### config.mk
export PLATFORM = sky130hd
export DESIGN_NAME = uart_rx
export DESIGN_NICKNAME = d
export VERILOG_FILES = /design/src/rtl/uart_rx.sv
export SDC_FILE = /design/constraint.sdc
export NUM_CORES = 1
export LEC_CHECK = 0
export BUFFER_PORTS_ARGS = -buffer_cell sky130_fd_sc_hd__buf_2
export CAP_MARGIN = 10
export CELL_PAD_IN_SITES_DETAIL_PLACEMENT = 1
export CELL_PAD_IN_SITES_GLOBAL_PLACEMENT = 1
export CORE_ASPECT_RATIO = 1.2
export CORE_MARGIN = 1
export CORE_UTILIZATION = 46
export DETAILED_ROUTE_END_ITERATION = 10
export GPL_TIMING_DRIVEN = 0
export PLACE_DENSITY = 0.82
export SKIP_CTS_REPAIR_TIMING = 1
export SLEW_MARGIN = 20
export SYNTH_ARGS = -nofsm -noshare
export SYNTH_HDL_FRONTEND = slang
export SYNTH_SLANG_ARGS = --single-unit
### constraint.sdc
create_clock -name i_clk -period 2.2 [get_ports i_clk]
set_clock_uncertainty 0.05 [all_clocks]
set_input_delay 0 -clock i_clk [delete_from_list [all_inputs] [get_ports i_clk]]
set_output_delay 0 -clock i_clk [all_outputs]
set_load 0.01 [all_outputs]
### src/rtl/uart_rx.sv
// UART receive deserializer: 16x oversampled, LSB-first data, optional parity,
// configurable stop length. Presents each word with a one-clock done strobe.
//
// state  | meaning
// IDLE   | line idle, waiting for a low level on rx_s
// START  | counting to the middle of the start bit, rejects glitches
// DATA   | sampling data bits at mid-bit, LSB first
// PARITY | sampling the parity bit and latching the mismatch
// STOP   | waiting out the stop bit(s), then publishing the word
module uart_rx #(
  parameter int DATA_WIDTH = 8,
  parameter int SB_TICK    = 16,
  parameter int PARITY_EN  = 0,
  parameter int PARITY_ODD = 0
) (
  input  logic                  i_clk,
  input  logic                  i_reset_n,
  input  logic                  i_rx,
  input  logic                  i_s_tick,
  output logic                  o_rx_done_tick,
  output logic [DATA_WIDTH-1:0] o_data,
  output logic                  o_frame_err,
  output logic                  o_parity_err
);

  localparam int NW = $clog2(DATA_WIDTH);

  typedef enum logic [2:0] {
    IDLE   = 3'd0,
    START  = 3'd1,
    DATA   = 3'd2,
    PARITY = 3'd3,
    STOP   = 3'd4
  } state_t;

  state_t                  state_q, state_d;
  logic                    rx_meta_q, rx_s_q;
  logic [4:0]              s_cnt_q, s_cnt_d;
  logic [NW-1:0]           n_cnt_q, n_cnt_d;
  logic [DATA_WIDTH-1:0]   shift_q, shift_d;
  logic                    p_err_q, p_err_d;
  logic                    done_q, done_d;
  logic [DATA_WIDTH-1:0]   data_q, data_d;
  logic                    ferr_q, ferr_d;
  logic                    perr_q, perr_d;

  // Two-flop synchronizer for the asynchronous serial line; resets to idle-high.
  always_ff @(posedge i_clk or negedge i_reset_n) begin
    if (!i_reset_n) begin
      rx_meta_q <= 1'b1;
      rx_s_q    <= 1'b1;
    end else begin
      rx_meta_q <= i_rx;
      rx_s_q    <= rx_meta_q;
    end
  end

  // Next-state and output computation; all counters move only on a tick.
  always_comb begin
    state_d = state_q;
    s_cnt_d = s_cnt_q;
    n_cnt_d = n_cnt_q;
    shift_d = shift_q;
    p_err_d = p_err_q;
    done_d  = 1'b0;
    data_d  = data_q;
    ferr_d  = ferr_q;
    perr_d  = perr_q;
    case (state_q)
      IDLE: begin
        if (!rx_s_q) begin
          state_d = START;
          s_cnt_d = 5'd0;
        end
      end
      START: begin
        if (i_s_tick) begin
          if (s_cnt_q == 5'd7) begin
            if (!rx_s_q) begin
              state_d = DATA;
              s_cnt_d = 5'd0;
              n_cnt_d = '0;
            end else begin
              state_d = IDLE;
            end
          end else begin
            s_cnt_d = s_cnt_q + 5'd1;
          end
        end
      end
      DATA: begin
        if (i_s_tick) begin
          if (s_cnt_q == 5'd15) begin
            s_cnt_d = 5'd0;
            shift_d = {rx_s_q, shift_q[DATA_WIDTH-1:1]};
            if (n_cnt_q == NW'(DATA_WIDTH-1)) begin
              state_d = (PARITY_EN != 0) ? PARITY : STOP;
            end else begin
              n_cnt_d = n_cnt_q + NW'(1);
            end
          end else begin
            s_cnt_d = s_cnt_q + 5'd1;
          end
        end
      end
      PARITY: begin
        if (i_s_tick) begin
          if (s_cnt_q == 5'd15) begin
            p_err_d = ((^shift_q) ^ rx_s_q) != 1'(PARITY_ODD);
            s_cnt_d = 5'd0;
            state_d = STOP;
          end else begin
            s_cnt_d = s_cnt_q + 5'd1;
          end
        end
      end
      STOP: begin
        if (i_s_tick) begin
          if (s_cnt_q == 5'(SB_TICK-1)) begin
            state_d = IDLE;
            s_cnt_d = 5'd0;
            done_d  = 1'b1;
            data_d  = shift_q;
            ferr_d  = ~rx_s_q;
            perr_d  = (PARITY_EN != 0) ? p_err_q : 1'b0;
          end else begin
            s_cnt_d = s_cnt_q + 5'd1;
          end
        end
      end
      default: state_d = IDLE;
    endcase
  end

  // FSM state, counters and registered outputs.
  always_ff @(posedge i_clk or negedge i_reset_n) begin
    if (!i_reset_n) begin
      state_q <= IDLE;
      s_cnt_q <= 5'd0;
      n_cnt_q <= '0;
      shift_q <= '0;
      p_err_q <= 1'b0;
      done_q  <= 1'b0;
      data_q  <= '0;
      ferr_q  <= 1'b0;
      perr_q  <= 1'b0;
    end else begin
      state_q <= state_d;
      s_cnt_q <= s_cnt_d;
      n_cnt_q <= n_cnt_d;
      shift_q <= shift_d;
      p_err_q <= p_err_d;
      done_q  <= done_d;
      data_q  <= data_d;
      ferr_q  <= ferr_d;
      perr_q  <= perr_d;
    end
  end

  assign o_rx_done_tick = done_q;
  assign o_data         = data_q;
  assign o_frame_err    = ferr_q;
  assign o_parity_err   = perr_q;

endmodule

==> metrics.cfg, run 1 <==
[status]
outcome = finished clean

[sta]
finalHoldViolCount = 0
worst_pin_slew_ps = 685
maxSlewHeadroom_pct = 54.3
fmax_mhz = 468
setup_viol = 0
fin_crit_ps = 2140
finalCritPeriodShare_pct = 97.2
holdWs_ps = 71.5
slew_viol_final = 0

[die]
fp.dieW_microns = 56.0
coreArea_sq_um = 3340
die-area_sq_um = 3750
io_pins = 15
dieHeight_microns = 66.8
rows = 23
initial_core_util_pct = 48.3

[synth]
yosys.area_share.simple_pct = 14.8
synthTopCellsByArea = dfrtp_1, mux2_2, ha_1
synth_top_area_cell = dfrtp_1
synth.distinct_cells = 49
yosysTopAreaCellShare_pct = 45.0
ys_ff_latch = 31
synthFlopType = dfrtp_1
synth_compound_area_share_pct = 16.1
synthMuxAreaShare_pct = 11.9
synth_area_sq_um = 1610
ys_async_sr_fraction_pct = 100
syn_inst = 141
synth.avg_cell_area_sq_um = 11.4
synth-edff-count = 0
yosys_warnings = 0
ys_seq_area_share_pct = 48.3
synth_xor_xnor_area_share_pct = 0
synth_top_family_by_area = compound AO/OA/AOI/OAI gates
synth_fa_ha_area_share_pct = 3.88
synth_nets = 150

[critical_path]
arrival_ps = 2280
required_ps = 2350
path_class = reg2reg
crit_fanout = 6
r2r_slack_ps = 60
r2r_end = s_cnt_q[0]$_DFFE_PN0P_
timing.rr.start = s_cnt_q[0]$_DFFE_PN0P_
critical_path.startpoint_type = flip-flop
ff2ff_path_depth = 8
cp-end-kind = flip-flop

[hold_path]
min_to = state_q[2]$_DFFE_PN0P_
holdPathStages = 3
hp-class = in2reg
min_from = i_s_tick

[power_and_ir_drop]
p_per_area_nw_per_um2 = 867
p_leak_nw = 0.927
ir_drop_uv = 551

[cells_and_area]
drive_above_1_share_pct = 38.2
final_net_count = 173
insertedDiodeCount = 0
syn_to_final_growth_pct = 16.8
fin_cells = 202
n_fill_cell = 368

[global_routing]
grt_overflow_total = 0
grt_max_degree = 32
grt_pass1_vias = 1214
antenna_found_initial = 0
grt_pass1_wl_microns = 6290
grt.total_usage_pct = 23.3

[clocking]
cts_sinks = 31
cts-root-buf = clkbuf_8
cts.htree.levels = 2
clk_latency_ps = 300
path_clk_slew_ps = 80
cts.path.max_buffers = 2
numCtsBuffers = 5
tritoncts = yes

[placed_design]
dp_hpwl_microns = 2610
io_buffer_count = 13
place_congestion = 0.875
dp_cells = 191

[run]
maxCapViolations = 0

[routing]
wl_microns = 3830
ant_nets = 0
wl_per_cell_microns = 18.9
drc = 0
vias = 1186
dr.pass1.iters = 4
via_per_inst = 5.87
initialDrtViolationCount = 36

## sequential cells by signal, indices dropped and copies added (netlist names)
register	count
s_cnt_q	5
rx_s_q	1
o_frame_err	1
o_data	8
rx_meta_q	1
o_rx_done_tick	1
n_cnt_q	3
state_q	3
shift_q	8
## stage by stage
step           worst slack (ps)  setup TNS, ps  power [mW]  util, %  cell area, sq um
2_1_floorplan               200              0       0.996        -              1610
3_3_place_gp               -115          -1190        1.07     51.6              1720
3_5_place_dp               -200          -2030        1.10     51.6              1720
4_1_cts                    -230          -2350        1.63     54.7              1830
5_1_grt                   -24.2          -25.1        1.72     56.4              1880
6_report                   61.6              0        1.63     56.4              1880
## worst max-delay path by stage
stage / start / end / slack [ps] / depth (start not counted)
floorplan: s_cnt_q[0]$_DFFE_PN0P_ / s_cnt_q[0]$_DFFE_PN0P_ / 200 / 8
global placement: s_cnt_q[0]$_DFFE_PN0P_ / shift_q[4]$_DFFE_PN0P_ / -110 / 7
detailed placement: s_cnt_q[0]$_DFFE_PN0P_ / n_cnt_q[0]$_DFFE_PN0P_ / -200 / 8
CTS: s_cnt_q[0]$_DFFE_PN0P_ / n_cnt_q[0]$_DFFE_PN0P_ / -230 / 8
global route: s_cnt_q[0]$_DFFE_PN0P_ / s_cnt_q[0]$_DFFE_PN0P_ / -20 / 8
finish: s_cnt_q[0]$_DFFE_PN0P_ / s_cnt_q[0]$_DFFE_PN0P_ / 60 / 8
## critical path, stage by stage, from the launching register on
cell     delay [ps]
dfrtp_2         440
ha_2            230
nand3_1         120
inv_1            80
ha_4            190
or4b_4          500
o21ai_2         100
o21ai_2         110
a22oi_1         230
## routing by layer
metal	track usage [%]	up-vias	wire length [microns]
met5	0	-	0
met2	38.1	19	2020
met3	7.77	10	119
met1	28.0	588	1600
li1	-	569	-
met4	10.1	0	85
## synthesized netlist by cell type, types with 2 or more instances
cell type and instances:
dfstp_2 2, nor2_1 6, nor3_1 3, buf_2 4
nand3_1 6, buf_4 2, o21a_1 2, nand4_1 2
dfrtp_1 29, nand2_1 5, mux2_2 17, or2_2 2
nor4_1 2, inv_1 7, nand3b_1 2, o21ai_2 2
a22o_1 2, a21oi_1 6, ha_1 5, o21ai_0 4
o211ai_1 2, a31oi_1 2
## cells by family after synthesis
| kind of cell | after synthesis |
|---|---|
| simple gates | 38 |
| mux | 17 |
| flops | 31 |
| other cells | 1 |
| fa+ha+maj | 5 |
| compound gates | 34 |
| buf+inv | 15 |
## layout make-up
type | instances | area, sq um | share of cell area, %
sequential | 31 | 779 | 41.4
multi-input combinational | 95 | 772 | 41.0
timing repair buffer | 16 | 105 | 5.58
clock buffer | 7 | 96.3 | 5.12
buffer | 8 | 50.0 | 2.66
tap | 37 | 46.3 | 2.46
inverter | 7 | 26.3 | 1.40
clock inverter | 1 | 7.51 | 0.399
## where the power goes
part / switching [mW] / leakage, nW / internal (mW)
combinational: 0.224 / 0.470 / 0.205
sequential: 0.0653 / 0.407 / 0.620
clock: 0.233 / 0.0505 / 0.284
total: 0.523 / 0.927 / 1.11
## cell usage in the layout, fill, tap and decap left out, types with 2 or more instances in the layout
master,instances
ha_1,3
o21ai_2,2
nand4_1,2
inv_1,7
clkbuf_8,7
nand3_1,6
mux2_2,17
a21oi_1,6
o21ai_0,4
nand3b_1,2
nor2_1,6
dfstp_2,2
buf_4,2
nor3_1,3
buf_2,17
or2_2,2
nand2_1,5
a22o_1,2
dlygate4sd3_1,2
dfrtp_1,28
o21a_1,2
nor4_1,2
o211ai_1,2
a31oi_1,2
(Power assumes the default switching activity.)
==> run 2: changes to the inputs <==
Settings changed: SETUP_SLACK_MARGIN set to 0.5.
==> metrics.cfg, run 2 (synthesized netlist as in run 1, its figures left out) <==
[status]
outcome = finished clean

[die]
fp.dieW_microns = 56.0  ; unchanged
rows = 23  ; unchanged
die-area_sq_um = 3750  ; unchanged
dieHeight_microns = 66.8  ; unchanged
coreArea_sq_um = 3340  ; unchanged
io_pins = 15  ; unchanged
initial_core_util_pct = 48.3  ; unchanged

[clocking]
cts.path.max_buffers = 2  ; unchanged
cts_sinks = 31  ; unchanged
clk_latency_ps = 290  ; about the same
cts-root-buf = clkbuf_8
numCtsBuffers = 5  ; unchanged
cts.htree.levels = 2  ; unchanged
path_clk_slew_ps = 70  ; about the same
tritoncts = yes

[routing]
wl_met3_microns = 128  ; +7.6%
dr.pass1.iters = 4  ; unchanged
ant_nets = 0  ; unchanged
wl_per_cell_microns = 20.0  ; +5.7%
wl_met1_microns = 1690  ; +5.9%
initialDrtViolationCount = 41  ; +14%
dr.max_layer_used = met4
wl_microns = 4250  ; +11%
via_per_inst = 6.03  ; +2.7%
drc = 0  ; unchanged
met2_length_microns = 2350  ; +16%
vias = 1278  ; +7.8%

[power_and_ir_drop]
ir_drop_uv = 606  ; +10%
p_leak_nw = 0.996  ; +7.4%
power.total_mw = 1.65  ; +1.0%
p_per_area_nw_per_um2 = 820  ; -5.4%

[critical_path]
r2r_slack_ps = 230  ; +170 ps
cp-startpoint = s_cnt_q[1]$_DFFE_PN0P_
r2r_end = shift_q[3]$_DFFE_PN0P_
crit_slowest_cell = dfrtp_1
cp-endpoint = shift_q[3]$_DFFE_PN0P_
cpPeakStageDelay_ps = 390  ; -110 ps
arrival_ps = 2090  ; -190 ps
timing.rr.start = s_cnt_q[1]$_DFFE_PN0P_
crit_top_cell = ha_4
critical_path.startpoint_type = flip-flop
ff2ff_path_depth = 9  ; +1
crit_fanout = 6  ; unchanged
worstPathCellList = ha_4 -> nand3_2 -> inv_2 -> ha_4 -> buf_4 -> nand2_4 -> nor3_4 -> buf_6 -> mux2_2
required_ps = 2320  ; -30 ps
cp-end-kind = flip-flop
path_class = reg2reg

[cells_and_area]
layout_common_cells = dfrtp_1, buf_2, mux2_2
syn_to_final_growth_pct = 24.8
n_fill_cell = 349  ; -5.2%
multiInputGateArea_sq_um = 837  ; +8.4%
drive_above_1_share_pct = 44.0  ; +5.8 points
fin_cells = 212  ; +5.0%
final_net_count = 183  ; +5.8%
regArea_sq_um = 779  ; unchanged
layout_commonest_cell = dfrtp_1
insertedDiodeCount = 0  ; unchanged

[sta]
finalCritPeriodShare_pct = 89.5  ; -7.7 points
finalHoldViolCount = 0  ; unchanged
holdWs_ps = 68.6  ; -2.86 ps
slew_viol_final = 0  ; unchanged
maxSlewHeadroom_pct = 53.1  ; -1.2 points
setup_tns_ps = 0  ; unchanged
fin_crit_ps = 1970  ; -170 ps
rsz0062_at_grt = yes
setup_viol = 0  ; unchanged
worst_pin_slew_ps = 704  ; +18.6 ps
fmax_mhz = 508  ; +8.6%

[placed_design]
dp_cells = 191  ; unchanged
place_congestion = 0.819  ; -6.5%
dp_hpwl_microns = 2650  ; +1.5%
io_buffer_count = 13  ; unchanged

[global_routing]
grt_overflow_total = 0  ; unchanged
grt_pass1_vias = 1328  ; +9.4%
grt_max_degree = 32  ; unchanged
grt.total_usage_pct = 23.1  ; -0.19 points
grt_pass1_wl_microns = 6420  ; +2.2%
antenna_found_initial = 0  ; unchanged

[hold_path]
holdPathStages = 3  ; unchanged
hp-class = in2reg

[run]
maxCapViolations = 0  ; unchanged

==> run 2: changes by cell type in the layout (fill, tap and decap cells not counted), moves of 2 or more <==
cell,before,now
mux2_4,0,4
clkbuf_8,7,5
o21ai_4,0,2
buf_4,2,10
buf_6,1,5
o21ai_2,2,0
a21oi_1,6,4
mux2_2,17,13
a21oi_2,0,2
==> run 2: worst min-delay path by stage <==
stage | from | end
floorplan | i_reset_n | n_cnt_q[0]$_DFFE_PN0P_
global placement | i_reset_n | o_rx_done_tick$_DFF_PN0_
detailed placement | i_reset_n | s_cnt_q[0]$_DFFE_PN0P_
CTS | i_reset_n | s_cnt_q[0]$_DFFE_PN0P_
global route | i_s_tick | state_q[2]$_DFFE_PN0P_
finish | i_s_tick | state_q[2]$_DFFE_PN0P_
==> run 2: area by class of cell <==
class	instances	share of cell area, %
well taps	37	2.30
inverters	7	1.31
clock inverters	2	0.622
plain buffers	8	2.86
clock buffers	6	3.61
flip-flops and latches	31	38.8
multi-input cells	95	41.6
repair buffers	26	8.90
==> run 2: metal layers <==
layer / up-vias / GRT usage (%)
met1: 649 / 24.5
met3: 10 / 6.02
met4: 0 / 10.7
li1: 587 / -
met5: - / 0
met2: 32 / 42.7
==> run 2: power breakdown <==
part	leakage [nW]	total, mW	switching [mW]	internal [mW]
logic	0.549	0.523	0.268	0.255
registers	0.407	0.680	0.0599	0.620
clock network	0.0412	0.446	0.225	0.221
==> run 2: critical path: cells and delay by family, from the launching register on <==
family,cells,cell delay [ps]
AND/OR/NAND/NOR,3,370
adder cells (fa/ha/maj),2,340
buffers and inverters,3,360
multiplexers,1,340
flip-flops,1,390
==> run 2: stage by stage <==
step	utilization [%]	area, sq um	setup WS, ps
CTS	55.3	1850	27.5
detailed placement	52.8	1760	47.4
global placement	52.8	1760	152
finish	60.2	2010	232
floorplan	-	1650	358
global route	60.2	2010	116
